===== src/rtl/key_press_encoder_if.sv =====
// Key-input bus between the raw push buttons and the lock statemachine.
// master drives the raw active-low buttons; slave is the encoder that returns debounced key events.
interface key_press_encoder_if #(
  parameter int NUM_KEYS = 4,
  parameter int IDX_W    = (NUM_KEYS > 1) ? $clog2(NUM_KEYS) : 1
) ();
  logic [NUM_KEYS-1:0] key_n;
  logic [NUM_KEYS-1:0] key_held;
  logic [NUM_KEYS-1:0] key_pulse;
  logic                key_valid;
  logic [IDX_W-1:0]    key_index;

  modport master (output key_n, input key_held, key_pulse, key_valid, key_index);
  modport slave  (input key_n, output key_held, key_pulse, key_valid, key_index);
endinterface


===== src/rtl/key_press_encoder.sv =====
// Synchronises and debounces active-low push buttons into one-cycle press events with a key index.
// Optional auto-repeat while a key stays held is compiled in with `define KEY_AUTOREPEAT_EN.
module key_press_encoder #(
  parameter int NUM_KEYS        = 4,
  parameter int DEBOUNCE_CYCLES = 50000,
`ifdef KEY_AUTOREPEAT_EN
  parameter int REPEAT_DELAY    = 25000000,
  parameter int REPEAT_PERIOD   = 5000000,
`endif
  parameter int IDX_W           = (NUM_KEYS > 1) ? $clog2(NUM_KEYS) : 1
) (
  input logic               clock,
  input logic               reset,
  key_press_encoder_if.slave bus
);

  localparam int CNT_W = $clog2(DEBOUNCE_CYCLES + 1);
  localparam logic [CNT_W-1:0] CNT_LAST = CNT_W'(DEBOUNCE_CYCLES - 1);

  typedef enum logic [1:0] {
    RELEASED,
    PRESS_WAIT,
    PRESSED,
    RELEASE_WAIT
  } key_state_e;

  logic [NUM_KEYS-1:0] sync1_q, sync1_d;
  logic [NUM_KEYS-1:0] sync2_q, sync2_d;
  logic [NUM_KEYS-1:0] s;

  key_state_e          state_q [NUM_KEYS];
  key_state_e          state_d [NUM_KEYS];
  logic [CNT_W-1:0]    cnt_q   [NUM_KEYS];
  logic [CNT_W-1:0]    cnt_d   [NUM_KEYS];

  logic [NUM_KEYS-1:0] held_q, held_d;
  logic [NUM_KEYS-1:0] pulse_q, pulse_d;
  logic [NUM_KEYS-1:0] press;
  logic                valid_q, valid_d;
  logic [IDX_W-1:0]    index_q, index_d;

  always_comb begin
    sync1_d = bus.key_n;
    sync2_d = sync1_q;
    s       = ~sync2_q;
  end

  // NOTE: every combinational output gets a default before any branch, so no path can infer a latch.
  always_comb begin
    held_d = '0;
    press  = '0;
    for (int i = 0; i < NUM_KEYS; i++) begin
      state_d[i] = state_q[i];
      cnt_d[i]   = cnt_q[i];
      unique case (state_q[i])
        RELEASED: begin
          if (s[i]) begin
            state_d[i] = PRESS_WAIT;
            cnt_d[i]   = CNT_W'(1);
          end
        end
        PRESS_WAIT: begin
          if (!s[i]) begin
            state_d[i] = RELEASED;
            cnt_d[i]   = '0;
          end else if (cnt_q[i] == CNT_LAST) begin
            state_d[i] = PRESSED;
            cnt_d[i]   = '0;
          end else begin
            cnt_d[i] = cnt_q[i] + 1'b1;
          end
        end
        PRESSED: begin
          if (!s[i]) begin
            state_d[i] = RELEASE_WAIT;
            cnt_d[i]   = CNT_W'(1);
          end
        end
        RELEASE_WAIT: begin
          if (s[i]) begin
            state_d[i] = PRESSED;
            cnt_d[i]   = '0;
          end else if (cnt_q[i] == CNT_LAST) begin
            state_d[i] = RELEASED;
            cnt_d[i]   = '0;
          end else begin
            cnt_d[i] = cnt_q[i] + 1'b1;
          end
        end
      endcase
      held_d[i] = (state_q[i] == PRESSED) || (state_q[i] == RELEASE_WAIT);
      // A press event is the first registered cycle of PRESSED seen while the held output is still low.
      press[i]  = (state_q[i] == PRESSED) && !held_q[i];
    end
  end

`ifdef KEY_AUTOREPEAT_EN
  localparam int RPT_W = $clog2(REPEAT_DELAY + 1);

  logic [RPT_W-1:0]    rpt_q [NUM_KEYS];
  logic [RPT_W-1:0]    rpt_d [NUM_KEYS];
  logic [NUM_KEYS-1:0] phase_q, phase_d;
  logic [NUM_KEYS-1:0] rep_q, rep_d;

  // phase_q selects the first (REPEAT_DELAY) or later (REPEAT_PERIOD) interval; rep_q marks a repeat pulse.
  always_comb begin
    rep_d = '0;
    for (int i = 0; i < NUM_KEYS; i++) begin
      rpt_d[i]   = rpt_q[i];
      phase_d[i] = phase_q[i];
      if (!held_q[i]) begin
        rpt_d[i]   = '0;
        phase_d[i] = 1'b0;
      end else if (pulse_q[i]) begin
        rpt_d[i]   = RPT_W'(1);
        phase_d[i] = rep_q[i];
      end else if (rpt_q[i] == (phase_q[i] ? RPT_W'(REPEAT_PERIOD - 1) : RPT_W'(REPEAT_DELAY - 1))) begin
        rep_d[i] = held_d[i];
      end else begin
        rpt_d[i] = rpt_q[i] + 1'b1;
      end
    end
    pulse_d = press | rep_d;
  end

  always_ff @(posedge clock or posedge reset) begin
    if (reset) begin
      for (int i = 0; i < NUM_KEYS; i++) begin
        rpt_q[i] <= '0;
      end
      phase_q <= '0;
      rep_q   <= '0;
    end else begin
      rpt_q   <= rpt_d;
      phase_q <= phase_d;
      rep_q   <= rep_d;
    end
  end
`else
  always_comb begin
    pulse_d = press;
  end
`endif

  always_comb begin
    valid_d = |pulse_d;
    index_d = '0;
    for (int i = NUM_KEYS - 1; i >= 0; i--) begin
      if (pulse_d[i]) begin
        index_d = IDX_W'(i);
      end
    end
  end

  // NOTE: sequential state uses non-blocking assignments so every flop samples pre-edge values.
  always_ff @(posedge clock or posedge reset) begin
    if (reset) begin
      sync1_q <= '1;
      sync2_q <= '1;
      // NOTE: the per-key state and counter arrays are plain flops, so they are reset like any register.
      for (int i = 0; i < NUM_KEYS; i++) begin
        state_q[i] <= RELEASED;
        cnt_q[i]   <= '0;
      end
      held_q  <= '0;
      pulse_q <= '0;
      valid_q <= 1'b0;
      index_q <= '0;
    end else begin
      sync1_q <= sync1_d;
      sync2_q <= sync2_d;
      state_q <= state_d;
      cnt_q   <= cnt_d;
      held_q  <= held_d;
      pulse_q <= pulse_d;
      valid_q <= valid_d;
      index_q <= index_d;
    end
  end

  assign bus.key_held  = held_q;
  assign bus.key_pulse = pulse_q;
  assign bus.key_valid = valid_q;
  assign bus.key_index = index_q;

endmodule


===== src/flat_wrapper.sv =====
// flat-port wrapper written by rule: the top's interface ports become plain ports
module key_press_encoder_flat 
#(
  parameter int NUM_KEYS        = 4,
  parameter int DEBOUNCE_CYCLES = 50000,

  parameter int IDX_W           = (NUM_KEYS > 1) ? $clog2(NUM_KEYS) : 1
)
  (clock, reset, bus_key_n, bus_key_held, bus_key_pulse, bus_key_valid, bus_key_index);
  key_press_encoder_if #(.NUM_KEYS(NUM_KEYS), .IDX_W(IDX_W)) bus_i ();
  input logic clock;
  input logic reset;
  input wire logic [$bits(bus_i.key_n)-1:0] bus_key_n;
  output wire logic [$bits(bus_i.key_held)-1:0] bus_key_held;
  output wire logic [$bits(bus_i.key_pulse)-1:0] bus_key_pulse;
  output wire logic [$bits(bus_i.key_valid)-1:0] bus_key_valid;
  output wire logic [$bits(bus_i.key_index)-1:0] bus_key_index;
  assign bus_i.key_n = bus_key_n;
  assign bus_key_held = bus_i.key_held;
  assign bus_key_pulse = bus_i.key_pulse;
  assign bus_key_valid = bus_i.key_valid;
  assign bus_key_index = bus_i.key_index;
  key_press_encoder #(.NUM_KEYS(NUM_KEYS), .DEBOUNCE_CYCLES(DEBOUNCE_CYCLES), .IDX_W(IDX_W)) u_core (.clock(clock), .reset(reset), .bus(bus_i));
endmodule

===== config.mk =====
export PLATFORM = sky130hd
export DESIGN_NAME = key_press_encoder_flat
export DESIGN_NICKNAME = d
export VERILOG_FILES = /design/src/rtl/key_press_encoder_if.sv /design/src/rtl/key_press_encoder.sv /design/src/flat_wrapper.sv
export SDC_FILE = /design/constraint.sdc
export NUM_CORES = 1
export LEC_CHECK = 0
export BUFFER_PORTS_ARGS = -buffer_cell sky130_fd_sc_hd__buf_2
export CORE_ASPECT_RATIO = 0.9
export CORE_UTILIZATION = 40
export DETAILED_ROUTE_END_ITERATION = 10
export PLACE_DENSITY = 0.66
export SYNTH_ARGS = -nofsm -noshare
export SYNTH_HDL_FRONTEND = slang
export SYNTH_SLANG_ARGS = --single-unit

===== constraint.sdc =====
create_clock -name clock -period 2.3 [get_ports clock]
set_clock_uncertainty 0.1 [all_clocks]
set_input_delay 0.115 -clock clock [delete_from_list [all_inputs] [get_ports clock]]
set_output_delay 0.115 -clock clock [all_outputs]
set_load 0.1 [all_outputs]

==> metrics.csv <==
metric;value;unit
grt_max_degree;58;
grt_pass1_wl;16000;um
final_cell_mix;dfrtp_1 (83), nand2_1 (64), nand3_1 (36), a31oi_1 (32), nor2_1 (29);
nFillCells;1021;
setup_violations;0;
htree_levels;3;
slew_viol_final;0;
status;complete, no violations;
power.leakage;2.14;nW
totalNegativeSetupSlack;0;ns
drt-vias-per-instance;5.49;
layout_commonest_cell;dfrtp_1;
fin_crit_sh;96.4;%
firstDrtPassIters;4;
fp.dieH;103;um
routabilityCongestion;0.856;
totalWireLength;9320;um
clkTransAtPathRegs;0.06;ns
dp_cells;627;
power_per_cell_area;1030;nW/um^2
synth_top_cell_area_share;45.9;%
syn_inst;469;
cts_tree;done;
synth-edff-count;0;
clk-insertion-delay-late;0.34;ns
row_count;36;
worst_slack;0.0829;ns
grt.total_usage;17.4;%
rr_endpoint;u_core.cnt_q[11];
die_width;114;um
area_growth;13.5;%
antenna_cells;0;
crit_type;reg2reg;
grt_pass1_vias;3321;
cp_data_required_time;2.42;ns
synth_area_leaders;dfrtp_1 (46%), nand2_1 (5.3%), dfstp_2 (4.6%);
final-hold-violation-count;0;
die-area;11700;um^2
yosys.area.top_type;dfrtp_1;
critPathCaptureType;flip-flop;
num_vias;3558;
syn-num-nets;479;
clock-root-buffer;clkbuf_16;
timing.slew.headroom;38.4;%
synth-seq-cells;91;
post-cts-setup-buffers;0;
ioPinCount;17;
syn_area;4530;um^2
synth-seq-area-share;50.5;%
instances_no_fill;648;
clkSinkCount;91;
fin_total_pwr;5.31;mW
numCtsBuffers;9;
initial_core_util;41.5;%
antenna_found_initial;0;
fin_crit;2.22;ns
wl_per_cell;14.4;um
fmax;0.451;GHz
route.antenna.remaining_nets;0;
drc;0;
port_buffers;16;
cp_max_fo;7;
worst_pin_slew;0.921;ns
place_ws;0.0897;ns
start_kind;flip-flop;
core;10900;um^2
netlist-cell-type-count;62;
fin_area;5140;um^2
rsz0062_at_grt;no;
syn_avg_cell_area;9.65;um^2
synthArstFlopShare;100;%
maxCapViolCount;0;
min_path_type;in2async;
arrival;2.34;ns
drt_iter0_drc;213;
overflow;0;
nNetsFinal;501;
reg2reg_from;u_core.cnt_q[7];
reg2reg_depth;5;
ctsLongestPathBuffers;2;
r2r_slack;0.08;ns
hpwl;6350;um
peakVddDrop;0.819;mV
placed_area;4760;um^2
holdWs;0.186;ns
ys.flop_type;dfrtp_1;
drive_gt1_share;13.7;%
finish.utilization;47.2;%
yosys_warnings;0;
[worst max-delay path by stage]
stage | startpoint | slack (ns) | endpoint | cells after the start
after floorplan | u_core.cnt_q[7] | 0.31 | u_core.cnt_q[2] | 6
after global placement | u_core.cnt_q[60] | 0.19 | u_core.cnt_q[56] | 5
after detailed placement | u_core.cnt_q[48] | 0.09 | u_core.cnt_q[55] | 6
after CTS | u_core.cnt_q[48] | 0.09 | u_core.cnt_q[55] | 6
after global routing | u_core.cnt_q[7] | 0.01 | u_core.cnt_q[12] | 5
final | u_core.cnt_q[7] | 0.08 | u_core.cnt_q[11] | 5
[Yosys cell counts, drive strengths merged, types with 4 or more instances]
library cell  count
a21o              4
a21oi            28
a22o              6
a31oi            32
and3             13
and4              4
buf               7
clkbuf           11
dfrtp            83
dfstp             8
ha                4
inv               7
mux2i             6
nand2            65
nand3            36
nand4             9
nor2             31
nor3             13
nor3b             4
nor4              4
o21ai            22
or2               9
or3              15
or4               5
xnor2             7
xor2              4
[kinds of logic after synthesis]
logic type | after synthesis | synth area share, %
DFF | 91 | 50.5
AOI/OAI and AO/OA | 110 | 15.1
muxes | 8 | 1.82
buffers and inverters | 25 | 2.99
adders and majority gates | 4 | 1.11
xor gates and xnor gates | 11 | 2.29
and+or+nand+nor | 220 | 26.2
[routing by layer]
metal  vias up  GRT usage (%)  share of wire, %
li1       1767              -                 -
met1      1715           24.0                50
met2        64           26.6                44
met3        12           4.64               3.8
met4         0           5.59               1.3
met5         -              0                 0
[critical path: stages, from the launching register on]
cell       delay, ns
dfrtp_1         0.43
or4b_4          0.57
nor4_4          0.43
or2_1           0.33
nor2_1          0.09
a2bb2oi_1       0.16
[report_power, final]
part / leakage (nW) / switching [mW] / internal (mW)
clock network: 0.154 / 0.588 / 0.981
registers: 1.20 / 0.237 / 1.83
logic: 0.790 / 1.23 / 0.444
total: 2.14 / 2.05 / 3.26
[registers in the layout, indices dropped and copies added, names as in the netlist, named ones only]
register              flops
u_core.bus.key_held       4
u_core.sync1_q            4
u_core.bus.key_index      2
u_core.bus.key_pulse      4
u_core.bus.key_valid      1
u_core.sync2_q            4
u_core.state_q            4
u_core.cnt_q             64
[final cells by class]
cell class	instances	area (um^2)	area share [%]
multi-input cells	353	2110	41.1
repair buffers	29	203	3.94
clock buffers	13	250	4.87
well taps	152	190	3.70
flip-flops and latches	91	2290	44.5
clock inverters	3	65.1	1.27
inverters	7	30.0	0.584
[timing repair]
item / CTS / global route
endpoints found under the hold margin: 65 / 0
endpoints found under the setup margin: 0 / 6
hold buffers: 5 / 0
resized for setup: 0 / 2
(Power assumes the default switching activity.)
